[config.mk]
export PLATFORM = sky130hd
export DESIGN_NAME = soc_system_sysid_timeout_cnt
export DESIGN_NICKNAME = d
export VERILOG_FILES = /design/src/rtl/soc_system_sysid_timeout_cnt.sv
export SDC_FILE = /design/constraint.sdc
export NUM_CORES = 1
export LEC_CHECK = 0
export BUFFER_PORTS_ARGS = -buffer_cell sky130_fd_sc_hd__buf_2
export CORE_MARGIN = 4
export CORE_UTILIZATION = 35
export DETAILED_ROUTE_END_ITERATION = 8
export GPL_ROUTABILITY_DRIVEN = 1
export PLACE_DENSITY = 0.55
export SLEW_MARGIN = 5
export SYNTH_ARGS = -nofsm -noshare
export SYNTH_HDL_FRONTEND = slang
export SYNTH_SLANG_ARGS = --single-unit
export TNS_END_PERCENT = 5
[constraint.sdc]
create_clock -name clock -period 3.8 [get_ports clock]
set_input_delay 0.95 -clock clock [delete_from_list [all_inputs] [get_ports clock]]
set_output_delay 0.95 -clock clock [all_outputs]
set_load 0.01 [all_outputs]
[src/rtl/soc_system_sysid_timeout_cnt.sv]
// Per-phase watchdog: clear/enable up-counter that parks on LIMIT-1 and flags it.
module soc_system_sysid_timeout_cnt #(
  parameter int LIMIT = 1024
) (
  input  logic clock,
  input  logic reset,
  input  logic clr,
  input  logic en,
  output logic hit
);

  localparam int W = $clog2(LIMIT);
  localparam logic [W-1:0] LAST = W'(LIMIT - 1);

  logic [W-1:0] cnt;

  assign hit = (cnt == LAST);

  // Count phase cycles; hold at the limit so the flag stays asserted until cleared.
  always_ff @(posedge clock) begin
    if (reset || clr) begin
      cnt <= '0;
    end else if (en && !hit) begin
      cnt <= cnt + W'(1);
    end
  end

endmodule

After elaboration in Yosys (flattened, before gate mapping)
Cells that the tools add are included.
{ "classes": {"n_addsub": 1, "multipliers": 0, "n_div": 0, "order_cmp": 0, "eq_ne": 1, "shift": 0, "muxes": 0, "bitwise_logic": 0, "n_reduce_logical": 3} }
{ "ops": {"columns": ["cell", "n"], "rows": [
  ["adder 10 x 1 -> 10 bit, second input constant", 1],
  ["== test 10 bit, second input constant", 1],
  ["logical AND 1 bit", 1],
  ["logical NOT 1 bit", 1],
  ["logical OR 1 bit", 1]
]} }
{ "word_totals": {"register_bits": 10, "latchBits": 0, "ram_bits": 0, "mem_bits_ro": 0, "inputBits": 4, "output_inout_bits": 1, "mem_count": 0} }

Depth between registers and ports, before layout
{ "logic_depth": {"word_depth": 3, "ltp_mapped": 5, "ltp_nobuf": 4} }

Worst setup path before layout
Ideal clock, no wire load.
{ "synth_timing": {"path_kind": "flip-flop to output port", "start": "register cnt[0]", "end": "output hit", "arrival_time_ns": 1.058, "required_time_ns": 2.850, "setup_slack_ns": 1.792, "stages_incl_launch_ff": 5, "n_path_buf": 1, "cell_sequence": "dfxtp_1 ha_1 and2_2 clkbuf_4 and3_2"} }
{ "synth_between": {"elab_chain_len": 1} }
{ "synth_rtl": {"columns": ["element", "line", "rtl"], "rows": [
  ["start, declared", "15", "logic [W-1:0] cnt;"],
  ["start signal, assigned", "24", "cnt <= cnt + W'(1);"],
  ["== test 10 bit", "17", "assign hit = (cnt == LAST);"],
  ["end, declared", "9", "output logic hit"]
]} }
No other way between the ends.

Worst setup path in the final report
Same ends and word-level chain as after synthesis.

==> metrics.txt <==
critical path fanouts, max 7; CTS Buf Count 3; CP Launch Point cnt[0]$_SDFFE_PP0P_; area of the multi-input gates 357.8 µm²; most flop-heavy register cnt; Final Wtd Congestion 0.7586; clk sink count 10; skew final 10.16 ps; post-DR wirelength/cell 13.48 µm; top cells by area, synth dfxtp_1 (34%), mux2i_1 (10%), nand2_1 (7.6%); DR iter-0 viols 16; FF-to-FF setup slack 2350 ps; number of gates given a new drive strength after cts 0; Initial Util 0.3804; post-route DRC violation count 0; Lkg Pwr 0.2208 nW; Vias/cell 5.674; Synth async-reset ratio 0; Cell Pwr Density 337.0 mW/mm²; most frequent cells in the layout nand2_1 (12), dfxtp_1 (10), a31oi_1 (6), mux2i_1 (6); drt pass-1 iters 4; Synth warnings 0; DP Worst Slack 1745 ps; IO Count 5; Req. time, crit path 2850 ps; net count after synthesis 73; reg2reg start cnt[0]$_SDFFE_PP0P_; Setup crit end kind primary output; Post CTS Setup Buffer Count 0; number of flops mapped to enable cells by yosys 0; Tmin final 2352 ps; crit path DAT 1400 ps; # Max-Cap Violations 0; Tcrit/Tclk final 0.6190; Buffers on Ports 4; flops & latches, synth 10; Seq/Total Area, Yosys 0.3376; Die Height 49.17 µm; Worst-Skew Late Latency 280 ps; most common cell after layout, fill and taps aside nand2_1; via count 505; FILL cells 152; first-pass GRT wire length 2035 µm; layout cells sized above 1 0.2192; final setup violation count 0; Nets 79; CP startpoint kind flip-flop; fin. max-slew vios 0; setup_tns 0 ps; H-tree levels 1; R2R depth 4; Post-Syn Instances 68; dpl hpwl 890.9 µm; top_reg_cell synth dfxtp_1; final setup margin 1448 ps; worst slew pin tran 349.7 ps; antenna violations before repair 0; reg-to-reg endpoint cnt[7]$_SDFFE_PP0P_; area of the mapped netlist 593.1 µm²; Layout area overhead 8.861%; Sequential Area 200.2 µm²; mean post-synth cell area 8.722 µm²; Worst slew margin 0.7647; cts hold-fix bufs 0; ant diodes 0; Root Driver clkbuf_4; # rows 14; total grt overflow 0; Final ANT Viol Nets 0; unrepaired setup endpoints after global routing no; max reg flops 10; min-delay src cnt[8]$_SDFFE_PP0P_; DIE AREA 0.002417 mm²; Total Wirelength 1200 µm; Clock Tree Buf Depth 2; Critical Path End hit; Peak VDD IR 259.4 µV; final hold violations 0; FMAX 425.1 MHz; worst hold path type reg2reg; Clk pin slew, worst setup/hold paths 80 ps; status complete, no violations; area leader, netlist dfxtp_1; die width 49.17 µm; Synth top area share 0.3376; number of global-route vias before repair 442; biggest regs cnt (10); library cells used by synthesis 27; CTS tree built; GRT Overall Usage 0.1113; largest net degree at the start of global routing 10; core area 0.001559 mm²; CP Class reg2out
-- power breakdown --
group,internal (W),total (W),switching (W)
clock,0.0000583,0.000100,0.0000421
sequential,0.000105,0.000106,0.000000833
combinational,0.00000431,0.0000110,0.00000667
-- final cells by class --
| type | instances | area share |
|---|---|---|
| multi-input cells | 52 | 0.5543 |
| well taps | 16 | 0.03101 |
| clock buffers | 4 | 0.05620 |
| flip-flops and latches | 10 | 0.3101 |
| inverters | 3 | 0.01744 |
| repair buffers | 4 | 0.03101 |
-- cell usage after synthesis, drive strengths merged, types with 2 or more instances --
master  number
a31oi        6
clkbuf       2
mux2i        6
nand2       12
nor3         3
and4         3
dfxtp       10
inv          3
and3         3
or3          4
a211oi       4
nor2         2
-- stage by stage --
stage	instances	hold WS, ps	utilization	area [µm²]	total power (W)
global placement	85	471.2	0.3909	609.3	0.0001196
detailed placement	85	482.3	0.3909	609.3	0.0001197
global route	89	512.7	0.4141	645.6	0.0002264
finish	89	490.3	0.4141	645.6	0.0002176
floorplan	68	452.0	-	593.1	0.0001146
CTS	89	493.7	0.4141	645.6	0.0002203
-- per-layer routing --
| metal | wire length [µm] | vias to the layer above | share of wire | GRT usage |
|---|---|---|---|---|
| li1 | - | 265 | - | - |
| met3 | 97 | 2 | 0.081 | 0.05505 |
| met4 | 6 | 0 | 0.0050 | 0.02844 |
| met1 | 577 | 217 | 0.48 | 0.1413 |
| met5 | 0 | - | 0 | 0 |
| met2 | 519 | 21 | 0.43 | 0.1652 |
-- cells by family after synthesis --
group,share of synthesized area
buffers and inverters,0.05907
adders and majority gates,0.02109
and+or+nand+nor,0.2996
AOI/OAI and AO/OA,0.1814
DFF,0.3375
muxes,0.1013
-- worst min-delay path by stage --
stage / end / slack [ps] / cells after the start
floorplan: cnt[9]$_SDFFE_PP0P_ / 450 / 1
global placement: cnt[8]$_SDFFE_PP0P_ / 470 / 2
detailed placement: cnt[8]$_SDFFE_PP0P_ / 480 / 2
CTS: cnt[8]$_SDFFE_PP0P_ / 490 / 2
global route: cnt[8]$_SDFFE_PP0P_ / 510 / 2
finish: cnt[8]$_SDFFE_PP0P_ / 490 / 2
-- worst max-delay path, stage by stage (launching register included) --
cell and delay (ps):
dfxtp_1 350, ha_1 230, and2_2 250, and3_2 180, buf_2 130
(Power assumes the default switching activity.)
